$ cat config.mk
export PLATFORM = sky130hd
export DESIGN_NAME = ysyx_24070016_idu_stage_flat
export DESIGN_NICKNAME = d
export VERILOG_FILES = /design/src/rtl/ysyx_24070016_idu_stage_if.sv /design/src/rtl/ysyx_24070016_idu_stage.sv /design/src/flat_wrapper.sv
export SDC_FILE = /design/constraint.sdc
export NUM_CORES = 1
export LEC_CHECK = 0
export ABC_CLOCK_PERIOD_IN_PS = 4000
export BUFFER_PORTS_ARGS = -buffer_cell sky130_fd_sc_hd__buf_2
export CAP_MARGIN = 10
export CORE_MARGIN = 2
export CORE_UTILIZATION = 59
export DETAILED_ROUTE_END_ITERATION = 8
export HOLD_SLACK_MARGIN = 0.05
export PLACE_DENSITY = 0.87
export RECOVER_POWER = 25
export SLEW_MARGIN = 30
export SYNTH_ARGS = -nofsm -noshare
export SYNTH_HDL_FRONTEND = slang
export SYNTH_SLANG_ARGS = --single-unit
export TNS_END_PERCENT = 100
$ cat constraint.sdc
create_clock -name clk -period 4 [get_ports clk]
set_input_delay 0.8 -clock clk [delete_from_list [all_inputs] [get_ports clk]]
set_output_delay 0.8 -clock clk [all_outputs]
set_load 0.01 [all_outputs]
$ cat src/rtl/ysyx_24070016_idu_stage_if.sv
// Decode-stage bus: IFU-side instruction request, EXU-side decoded entry, and flush.
// A transfer happens on a rising edge where valid & ready are both 1 and flush is 0; the valid side holds its payload until then.
interface ysyx_24070016_idu_stage_if #(
  parameter int XLEN = 32,
  parameter int RW   = 5
);
  logic            flush;
  logic            in_valid;
  logic            in_ready;
  logic [31:0]     in_inst;
  logic [XLEN-1:0] in_pc;
  logic            out_valid;
  logic            out_ready;
  logic [XLEN-1:0] out_pc;
  logic [RW-1:0]   out_rs1;
  logic [RW-1:0]   out_rs2;
  logic [RW-1:0]   out_rd;
  logic [XLEN-1:0] out_imm;
  logic [2:0]      out_func3;
  logic            out_func7b5;
  logic            out_rf_wen;
  logic            out_sel_rs2Isimm;
  logic            out_is_load;
  logic            out_is_store;
  logic            out_is_branch;
  logic            out_is_jal;
  logic            out_is_jalr;
  logic            out_is_lui;
  logic            out_is_auipc;
  logic            out_ebreak;
  logic            out_ecall;
  logic            out_illegal;

  modport slave (
    input  flush, in_valid, in_inst, in_pc, out_ready,
    output in_ready, out_valid, out_pc, out_rs1, out_rs2, out_rd, out_imm,
    output out_func3, out_func7b5, out_rf_wen, out_sel_rs2Isimm,
    output out_is_load, out_is_store, out_is_branch, out_is_jal, out_is_jalr,
    output out_is_lui, out_is_auipc, out_ebreak, out_ecall, out_illegal
  );

  modport master (
    output flush, in_valid, in_inst, in_pc, out_ready,
    input  in_ready, out_valid, out_pc, out_rs1, out_rs2, out_rd, out_imm,
    input  out_func3, out_func7b5, out_rf_wen, out_sel_rs2Isimm,
    input  out_is_load, out_is_store, out_is_branch, out_is_jal, out_is_jalr,
    input  out_is_lui, out_is_auipc, out_ebreak, out_ecall, out_illegal
  );
endinterface

$ cat src/rtl/ysyx_24070016_idu_stage.sv
// RV32I/RV32E decode stage: combinational decode captured into a 1- or 2-entry
// elastic buffer between IFU and EXU, with flush on redirect.
module ysyx_24070016_idu_stage #(
  parameter int XLEN   = 32,
  parameter int NR_REG = 32,
  parameter int SKID   = 1
) (
  input  logic                        clk,
  input  logic                        rst,
  ysyx_24070016_idu_stage_if.slave    bus,
  output logic [1:0]                  state_dbg
);
  localparam int RW = $clog2(NR_REG);

  localparam logic [6:0] OPC_LUI    = 7'b0110111;
  localparam logic [6:0] OPC_AUIPC  = 7'b0010111;
  localparam logic [6:0] OPC_JAL    = 7'b1101111;
  localparam logic [6:0] OPC_JALR   = 7'b1100111;
  localparam logic [6:0] OPC_BRANCH = 7'b1100011;
  localparam logic [6:0] OPC_LOAD   = 7'b0000011;
  localparam logic [6:0] OPC_STORE  = 7'b0100011;
  localparam logic [6:0] OPC_OPIMM  = 7'b0010011;
  localparam logic [6:0] OPC_OP     = 7'b0110011;
  localparam logic [6:0] OPC_FENCE  = 7'b0001111;
  localparam logic [6:0] OPC_SYSTEM = 7'b1110011;

  typedef struct packed {
    logic [XLEN-1:0] pc;
    logic [RW-1:0]   rs1;
    logic [RW-1:0]   rs2;
    logic [RW-1:0]   rd;
    logic [XLEN-1:0] imm;
    logic [2:0]      func3;
    logic            func7b5;
    logic            rf_wen;
    logic            sel_rs2Isimm;
    logic            is_load;
    logic            is_store;
    logic            is_branch;
    logic            is_jal;
    logic            is_jalr;
    logic            is_lui;
    logic            is_auipc;
    logic            ebreak;
    logic            ecall;
    logic            illegal;
  } dec_t;

  typedef enum logic [1:0] {
    S_EMPTY = 2'd0,
    S_ONE   = 2'd1,
    S_TWO   = 2'd2
  } state_t;

  function automatic logic reg_ok(input logic [4:0] idx);
    return {27'd0, idx} < 32'(NR_REG);
  endfunction

  logic [31:0] inst;
  logic [6:0]  opc;
  logic [2:0]  f3;
  logic [6:0]  f7;
  logic [31:0] imm_i, imm_s, imm_b, imm_u, imm_j;

  assign inst  = bus.in_inst;
  assign opc   = inst[6:0];
  assign f3    = inst[14:12];
  assign f7    = inst[31:25];
  assign imm_i = {{20{inst[31]}}, inst[31:20]};
  assign imm_s = {{20{inst[31]}}, inst[31:25], inst[11:7]};
  assign imm_b = {{19{inst[31]}}, inst[31], inst[7], inst[30:25], inst[11:8], 1'b0};
  assign imm_u = {inst[31:12], 12'd0};
  assign imm_j = {{11{inst[31]}}, inst[31], inst[19:12], inst[20], inst[30:21], 1'b0};

  logic        legal, use_rd, use_rs1, use_rs2, illegal;
  logic        c_wen, c_sel, c_load, c_store, c_branch, c_jal, c_jalr, c_lui, c_auipc;
  logic        c_ecall, c_ebreak;
  logic [31:0] imm;
  dec_t        dec;

  always_comb begin
    legal    = 1'b0;
    use_rd   = 1'b0;
    use_rs1  = 1'b0;
    use_rs2  = 1'b0;
    imm      = '0;
    c_wen    = 1'b0;
    c_sel    = 1'b0;
    c_load   = 1'b0;
    c_store  = 1'b0;
    c_branch = 1'b0;
    c_jal    = 1'b0;
    c_jalr   = 1'b0;
    c_lui    = 1'b0;
    c_auipc  = 1'b0;
    c_ecall  = 1'b0;
    c_ebreak = 1'b0;
    // opc carries inst[1:0], so compressed encodings fall through to default
    case (opc)
      OPC_LUI: begin
        legal = 1'b1; use_rd = 1'b1; imm = imm_u; c_lui = 1'b1; c_wen = 1'b1; c_sel = 1'b1;
      end
      OPC_AUIPC: begin
        legal = 1'b1; use_rd = 1'b1; imm = imm_u; c_auipc = 1'b1; c_wen = 1'b1; c_sel = 1'b1;
      end
      OPC_JAL: begin
        legal = 1'b1; use_rd = 1'b1; imm = imm_j; c_jal = 1'b1; c_wen = 1'b1;
      end
      OPC_JALR: begin
        legal = (f3 == 3'b000); use_rd = 1'b1; use_rs1 = 1'b1; imm = imm_i;
        c_jalr = 1'b1; c_wen = 1'b1; c_sel = 1'b1;
      end
      OPC_BRANCH: begin
        legal = (f3 != 3'b010) && (f3 != 3'b011); use_rs1 = 1'b1; use_rs2 = 1'b1;
        imm = imm_b; c_branch = 1'b1;
      end
      OPC_LOAD: begin
        legal = (f3 != 3'b011) && (f3 != 3'b110) && (f3 != 3'b111);
        use_rd = 1'b1; use_rs1 = 1'b1; imm = imm_i; c_load = 1'b1; c_wen = 1'b1; c_sel = 1'b1;
      end
      OPC_STORE: begin
        legal = (f3 < 3'b011); use_rs1 = 1'b1; use_rs2 = 1'b1; imm = imm_s;
        c_store = 1'b1; c_sel = 1'b1;
      end
      OPC_OPIMM: begin
        if (f3 == 3'b001)      legal = (f7 == 7'h00);
        else if (f3 == 3'b101) legal = (f7 == 7'h00) || (f7 == 7'h20);
        else                   legal = 1'b1;
        use_rd = 1'b1; use_rs1 = 1'b1; imm = imm_i; c_wen = 1'b1; c_sel = 1'b1;
      end
      OPC_OP: begin
        legal = (f7 == 7'h00) || ((f7 == 7'h20) && ((f3 == 3'b000) || (f3 == 3'b101)));
        use_rd = 1'b1; use_rs1 = 1'b1; use_rs2 = 1'b1; c_wen = 1'b1;
      end
      OPC_FENCE: legal = 1'b1;
      OPC_SYSTEM: begin
        c_ecall  = (inst == 32'h0000_0073);
        c_ebreak = (inst == 32'h0010_0073);
        legal    = c_ecall | c_ebreak;
      end
      default: legal = 1'b0;
    endcase

    illegal = ~legal
            | (use_rd  & ~reg_ok(inst[11:7]))
            | (use_rs1 & ~reg_ok(inst[19:15]))
            | (use_rs2 & ~reg_ok(inst[24:20]));

    dec              = '0;
    dec.pc           = bus.in_pc;
    dec.rs1          = inst[15 +: RW];
    dec.rs2          = inst[20 +: RW];
    dec.rd           = inst[7 +: RW];
    dec.imm          = imm;
    dec.func3        = f3;
    dec.func7b5      = inst[30];
    dec.illegal      = illegal;
    dec.rf_wen       = c_wen    & ~illegal;
    dec.sel_rs2Isimm = c_sel    & ~illegal;
    dec.is_load      = c_load   & ~illegal;
    dec.is_store     = c_store  & ~illegal;
    dec.is_branch    = c_branch & ~illegal;
    dec.is_jal       = c_jal    & ~illegal;
    dec.is_jalr      = c_jalr   & ~illegal;
    dec.is_lui       = c_lui    & ~illegal;
    dec.is_auipc     = c_auipc  & ~illegal;
    dec.ecall        = c_ecall  & ~illegal;
    dec.ebreak       = c_ebreak & ~illegal;
  end

  state_t state;
  dec_t   out_q, skid_q;
  logic   in_ready, accept;

  // Without the skid entry, a full output register can only take a new entry as the old one leaves.
  assign in_ready = (SKID != 0) ? (~rst & (state != S_TWO))
                                : (~rst & ((state == S_EMPTY) | bus.out_ready));
  assign accept   = bus.in_valid & in_ready;

  always_ff @(posedge clk) begin
    if (rst) begin
      state  <= S_EMPTY;
      out_q  <= '0;
      skid_q <= '0;
    end else if (bus.flush) begin
      state <= S_EMPTY;
    end else begin
      case (state)
        S_EMPTY: begin
          if (accept) begin
            out_q <= dec;
            state <= S_ONE;
          end
        end
        S_ONE: begin
          if (accept && bus.out_ready) begin
            out_q <= dec;
          end else if (accept) begin
            skid_q <= dec;
            state  <= S_TWO;
          end else if (bus.out_ready) begin
            state <= S_EMPTY;
          end
        end
        S_TWO: begin
          if (bus.out_ready) begin
            out_q <= skid_q;
            state <= S_ONE;
          end
        end
        default: state <= S_EMPTY;
      endcase
    end
  end

  assign state_dbg            = state;
  assign bus.in_ready         = in_ready;
  assign bus.out_valid        = (state != S_EMPTY);
  assign bus.out_pc           = out_q.pc;
  assign bus.out_rs1          = out_q.rs1;
  assign bus.out_rs2          = out_q.rs2;
  assign bus.out_rd           = out_q.rd;
  assign bus.out_imm          = out_q.imm;
  assign bus.out_func3        = out_q.func3;
  assign bus.out_func7b5      = out_q.func7b5;
  assign bus.out_rf_wen       = out_q.rf_wen;
  assign bus.out_sel_rs2Isimm = out_q.sel_rs2Isimm;
  assign bus.out_is_load      = out_q.is_load;
  assign bus.out_is_store     = out_q.is_store;
  assign bus.out_is_branch    = out_q.is_branch;
  assign bus.out_is_jal       = out_q.is_jal;
  assign bus.out_is_jalr      = out_q.is_jalr;
  assign bus.out_is_lui       = out_q.is_lui;
  assign bus.out_is_auipc     = out_q.is_auipc;
  assign bus.out_ebreak       = out_q.ebreak;
  assign bus.out_ecall        = out_q.ecall;
  assign bus.out_illegal      = out_q.illegal;
endmodule

$ cat src/flat_wrapper.sv
// flat-port wrapper written by rule: the top's interface ports become plain ports
module ysyx_24070016_idu_stage_flat 
#(
  parameter int XLEN   = 32,
  parameter int NR_REG = 32,
  parameter int SKID   = 1
)
  (clk, rst, state_dbg, bus_flush, bus_in_valid, bus_in_inst, bus_in_pc, bus_out_ready, bus_in_ready, bus_out_valid, bus_out_pc, bus_out_rs1, bus_out_rs2, bus_out_rd, bus_out_imm, bus_out_func3, bus_out_func7b5, bus_out_rf_wen, bus_out_sel_rs2Isimm, bus_out_is_load, bus_out_is_store, bus_out_is_branch, bus_out_is_jal, bus_out_is_jalr, bus_out_is_lui, bus_out_is_auipc, bus_out_ebreak, bus_out_ecall, bus_out_illegal);
  ysyx_24070016_idu_stage_if #(.XLEN(XLEN)) bus_i ();
  input  logic clk;
  input  logic rst;
  output logic [1:0] state_dbg;
  input wire logic [$bits(bus_i.flush)-1:0] bus_flush;
  input wire logic [$bits(bus_i.in_valid)-1:0] bus_in_valid;
  input wire logic [$bits(bus_i.in_inst)-1:0] bus_in_inst;
  input wire logic [$bits(bus_i.in_pc)-1:0] bus_in_pc;
  input wire logic [$bits(bus_i.out_ready)-1:0] bus_out_ready;
  output wire logic [$bits(bus_i.in_ready)-1:0] bus_in_ready;
  output wire logic [$bits(bus_i.out_valid)-1:0] bus_out_valid;
  output wire logic [$bits(bus_i.out_pc)-1:0] bus_out_pc;
  output wire logic [$bits(bus_i.out_rs1)-1:0] bus_out_rs1;
  output wire logic [$bits(bus_i.out_rs2)-1:0] bus_out_rs2;
  output wire logic [$bits(bus_i.out_rd)-1:0] bus_out_rd;
  output wire logic [$bits(bus_i.out_imm)-1:0] bus_out_imm;
  output wire logic [$bits(bus_i.out_func3)-1:0] bus_out_func3;
  output wire logic [$bits(bus_i.out_func7b5)-1:0] bus_out_func7b5;
  output wire logic [$bits(bus_i.out_rf_wen)-1:0] bus_out_rf_wen;
  output wire logic [$bits(bus_i.out_sel_rs2Isimm)-1:0] bus_out_sel_rs2Isimm;
  output wire logic [$bits(bus_i.out_is_load)-1:0] bus_out_is_load;
  output wire logic [$bits(bus_i.out_is_store)-1:0] bus_out_is_store;
  output wire logic [$bits(bus_i.out_is_branch)-1:0] bus_out_is_branch;
  output wire logic [$bits(bus_i.out_is_jal)-1:0] bus_out_is_jal;
  output wire logic [$bits(bus_i.out_is_jalr)-1:0] bus_out_is_jalr;
  output wire logic [$bits(bus_i.out_is_lui)-1:0] bus_out_is_lui;
  output wire logic [$bits(bus_i.out_is_auipc)-1:0] bus_out_is_auipc;
  output wire logic [$bits(bus_i.out_ebreak)-1:0] bus_out_ebreak;
  output wire logic [$bits(bus_i.out_ecall)-1:0] bus_out_ecall;
  output wire logic [$bits(bus_i.out_illegal)-1:0] bus_out_illegal;
  assign bus_i.flush = bus_flush;
  assign bus_i.in_valid = bus_in_valid;
  assign bus_i.in_inst = bus_in_inst;
  assign bus_i.in_pc = bus_in_pc;
  assign bus_i.out_ready = bus_out_ready;
  assign bus_in_ready = bus_i.in_ready;
  assign bus_out_valid = bus_i.out_valid;
  assign bus_out_pc = bus_i.out_pc;
  assign bus_out_rs1 = bus_i.out_rs1;
  assign bus_out_rs2 = bus_i.out_rs2;
  assign bus_out_rd = bus_i.out_rd;
  assign bus_out_imm = bus_i.out_imm;
  assign bus_out_func3 = bus_i.out_func3;
  assign bus_out_func7b5 = bus_i.out_func7b5;
  assign bus_out_rf_wen = bus_i.out_rf_wen;
  assign bus_out_sel_rs2Isimm = bus_i.out_sel_rs2Isimm;
  assign bus_out_is_load = bus_i.out_is_load;
  assign bus_out_is_store = bus_i.out_is_store;
  assign bus_out_is_branch = bus_i.out_is_branch;
  assign bus_out_is_jal = bus_i.out_is_jal;
  assign bus_out_is_jalr = bus_i.out_is_jalr;
  assign bus_out_is_lui = bus_i.out_is_lui;
  assign bus_out_is_auipc = bus_i.out_is_auipc;
  assign bus_out_ebreak = bus_i.out_ebreak;
  assign bus_out_ecall = bus_i.out_ecall;
  assign bus_out_illegal = bus_i.out_illegal;
  ysyx_24070016_idu_stage #(.XLEN(XLEN), .NR_REG(NR_REG), .SKID(SKID)) u_core (.clk(clk), .rst(rst), .bus(bus_i), .state_dbg(state_dbg));
endmodule
==> reports/qor.yml <==
clock_network:
  cts_resized: 0
  cts_tree: "built"
  htree_levels: 4
  clk_latency_ps: 430
  cts_buffer_depth: 2
  path_clk_slew_ps: 70
  cts.sinks: 192
  cts_hold_buf: 0
  clock-root-buffer: "clkbuf_16"
  cts_buffers: 17
  post_cts_buffers: 0
setup_path:
  setup.worst_path.start_class: "flop"
  r2r_end: "u_core.bus.out_pc[3]"
  arrival_ps: 2290
  cp.required_ps: 3200
  crit_type: "reg2out"
  reg2reg_slack_ps: 1580
  crit_path_end_kind: "output port"
  crit_end: "bus_in_ready"
  ff2ff_path_depth: 6
  crit_start: "u_core.state_dbg[1]"
  worstReg2RegStart: "u_core.state_dbg[0]"
  crit_fanout: 79
  crit_chain: "nor2b_4, buf_4, nor2_1, buf_2"
  max_stage_delay_ps: 680
  critical_path.slowest_cell: "buf_4"
placed_design:
  gp_congestion: 0.9481
  dp_slack_ps: 1058
  placed_cells: 1305
  io_buffers: 167
  dp_hpwl_mm: 13.92
synth:
  syn_area_per_cell_um2: 7.774
  yosys_warnings: 0
  synthArstFlopShare_pct: 0
  synth.distinct_cells: 58
  synth_top_area_cell: "dfxtp_1"
  synth_ff_type: "dfxtp_1"
  synth_most_common_cell: "nand2_1"
  synth_edf_count: 0
  synth_top_cell_area_share_pct: 47.31
  seq_area_frac_synth_pct: 47.31
  syn_area_um2: 8124
  synthTopCellsByArea: "dfxtp_1 (47%), nand2_1 (13%), a21oi_1 (7.1%), a311oi_1 (6.5%), nor2_1 (5.2%)"
  syn-num-nets: 1114
  synth_common_cells: "nand2_1 (273), dfxtp_1 (192), a21oi_1 (115), nor2_1 (113), clkbuf_1 (79)"
  netlist_instances: 1045
  synth_seq_cells: 192
flow_run:
  max_cap_viol_count: 0
floorplanning:
  die_w_um: 121.3
  num_rows: 42
  dieArea_um2: 14720
  die_y_um: 121.3
  initial_core_util_pct: 60.86
  io_pins: 168
  coreArea_um2: 13350
cells_and_area:
  fin_nets: 1217
  drive_gt1_share_pct: 13.89
  multiInputGateArea_um2: 3913
  fill_cells: 1118
  antennaDiodeCount: 0
  final-seq-area_um2: 3844
  area_delta_synth_final_pct: 16.73
  layoutNonFillerInstCount: 1335
timing:
  tns_ps: 0
  finalMaxSlewViolations: 0
  finalCriticalPeriod_ps: 3093
  rsz0062_at_grt: "no"
  hold_viol_final: 0
  slew_headroom_pct: 37.23
  skew_ps: 6.568
  fin_crit_sh_pct: 77.33
  fin_ws_ps: 907.0
  setup_violations: 0
  worstMarginPinSlew_ps: 928.9
  fmax_mhz: 323.3
min_path:
  worstHoldStart: "u_core.bus.out_imm[25]"
  hold_class: "reg2reg"
routing:
  via_per_inst: 5.991
  num_vias: 7998
  drtIter0Drc: 916
  wl_per_cell_um: 16.72
  drc_errors: 0
  first_pass_iters: 6
  postRouteWirelength_mm: 22.32
  ant_nets: 0
global_route:
  grt_max_degree: 80
  grt_pass1_wl_mm: 35.18
  antenna_found_initial: 1
  grt_use_total_pct: 29.79
  gr-total-overflow: 0
  grt_pass1_vias: 7072
pwr:
  intPower_mw: 3.093
  clkPwrFrac_pct: 43.0
  swShare_pct: 23.52
  p_seq_share_pct: 49.0
  leakagePower_nw: 3.450
  p_per_area_nw_per_um2: 426.4
  p_sw_mw: 0.9512
  p_comb_share_pct: 8.0
  ir_drop_mv: 0.2392
outcome:
  status: "finished, final reports clean"
==> metrics by stage <==
step	total power, mW	utilization [%]	cell area [um^2]	hold slack (ps)
global placement	2.342	67.02	8946	436.9
CTS	4.060	71.70	9570	450.6
finish	4.044	71.04	9483	447.9
detailed placement	2.349	67.17	8966	441.5
global route	4.173	71.04	9483	467.9
floorplan	2.208	-	8124	431.7
==> layer usage <==
layer	track usage (%)	vias to the layer above	wire length, um
met5	0	-	13
met4	12.79	2	725
met3	7.143	60	2172
met2	46.84	389	10050
met1	39.15	3691	9355
li1	-	3856	-
==> worst min-delay path by stage <==
stage	endpoint	slack, ps	depth (start not counted)
6_report	u_core.bus.out_imm[25]	450	2
5_1_grt	u_core.skid_q[87]	470	2
4_1_cts	u_core.bus.out_imm[25]	450	2
3_5_place_dp	u_core.bus.out_imm[25]	440	2
3_3_place_gp	u_core.bus.out_imm[25]	440	2
2_1_floorplan	u_core.skid_q[21]	430	2
==> power by group through the flow <==
stage               Sequential, mW  Combinational (mW)  Clock [mW]
CTS                           1.98               0.328        1.75
finish                        1.98               0.325        1.74
global placement              2.02               0.320           0
floorplan                     2.04               0.169           0
global route                  1.99               0.357        1.83
detailed placement            2.02               0.326           0
==> worst max-delay path, delay by kind of cell, from the launching register on <==
kind | cells | cell delay [ps]
buffers and inverters | 2 | 890
DFF | 1 | 550
and+or+nand+nor | 2 | 430
==> state kept, by name, indices dropped and copies added (netlist names), 2 cells and up <==
name / cells
u_core.state_dbg: 2
u_core.bus.out_rs1: 5
u_core.bus.out_func3: 3
u_core.bus.out_rs2: 5
u_core.bus.out_pc: 32
u_core.bus.out_rd: 5
u_core.skid_q: 95
u_core.bus.out_imm: 32
==> cell families after synthesis <==
group	share of synthesized area [%]
simple gates	23.55
compound gates	23.47
flops	47.31
buf+inv	5.036
mux	0.5236
xor+xnor	0.1078
==> layout make-up <==
class                      count  area share (%)
clock buffer                  21           4.961
clock inverter                 9           1.412
inverter                       4          0.1583
multi-input combinational    751           41.26
sequential                   192           40.53
tap                          176           2.322
timing repair buffer         182           9.355
==> placed cells by master (no fill, tap or decap), types with 3 or more instances in the layout <==
| master | instances |
|---|---|
| a22oi_1 | 5 |
| inv_1 | 3 |
| nor4_1 | 6 |
| a31oi_1 | 3 |
| clkbuf_16 | 17 |
| nor2_1 | 113 |
| nor2b_1 | 5 |
| a211oi_1 | 28 |
| dfxtp_1 | 192 |
| and2_1 | 9 |
| clkinvlp_4 | 4 |
| a21oi_1 | 115 |
| clkbuf_1 | 72 |
| nand3_1 | 11 |
| a31o_2 | 9 |
| bufinv_16 | 3 |
| buf_2 | 95 |
| o21ai_0 | 25 |
| a311oi_1 | 60 |
| o211ai_1 | 17 |
| buf_4 | 14 |
| nor3_1 | 13 |
| clkbuf_8 | 3 |
| nand2_1 | 273 |
| nand4_1 | 7 |
Note: power is estimated with default switching activity, not from simulation.
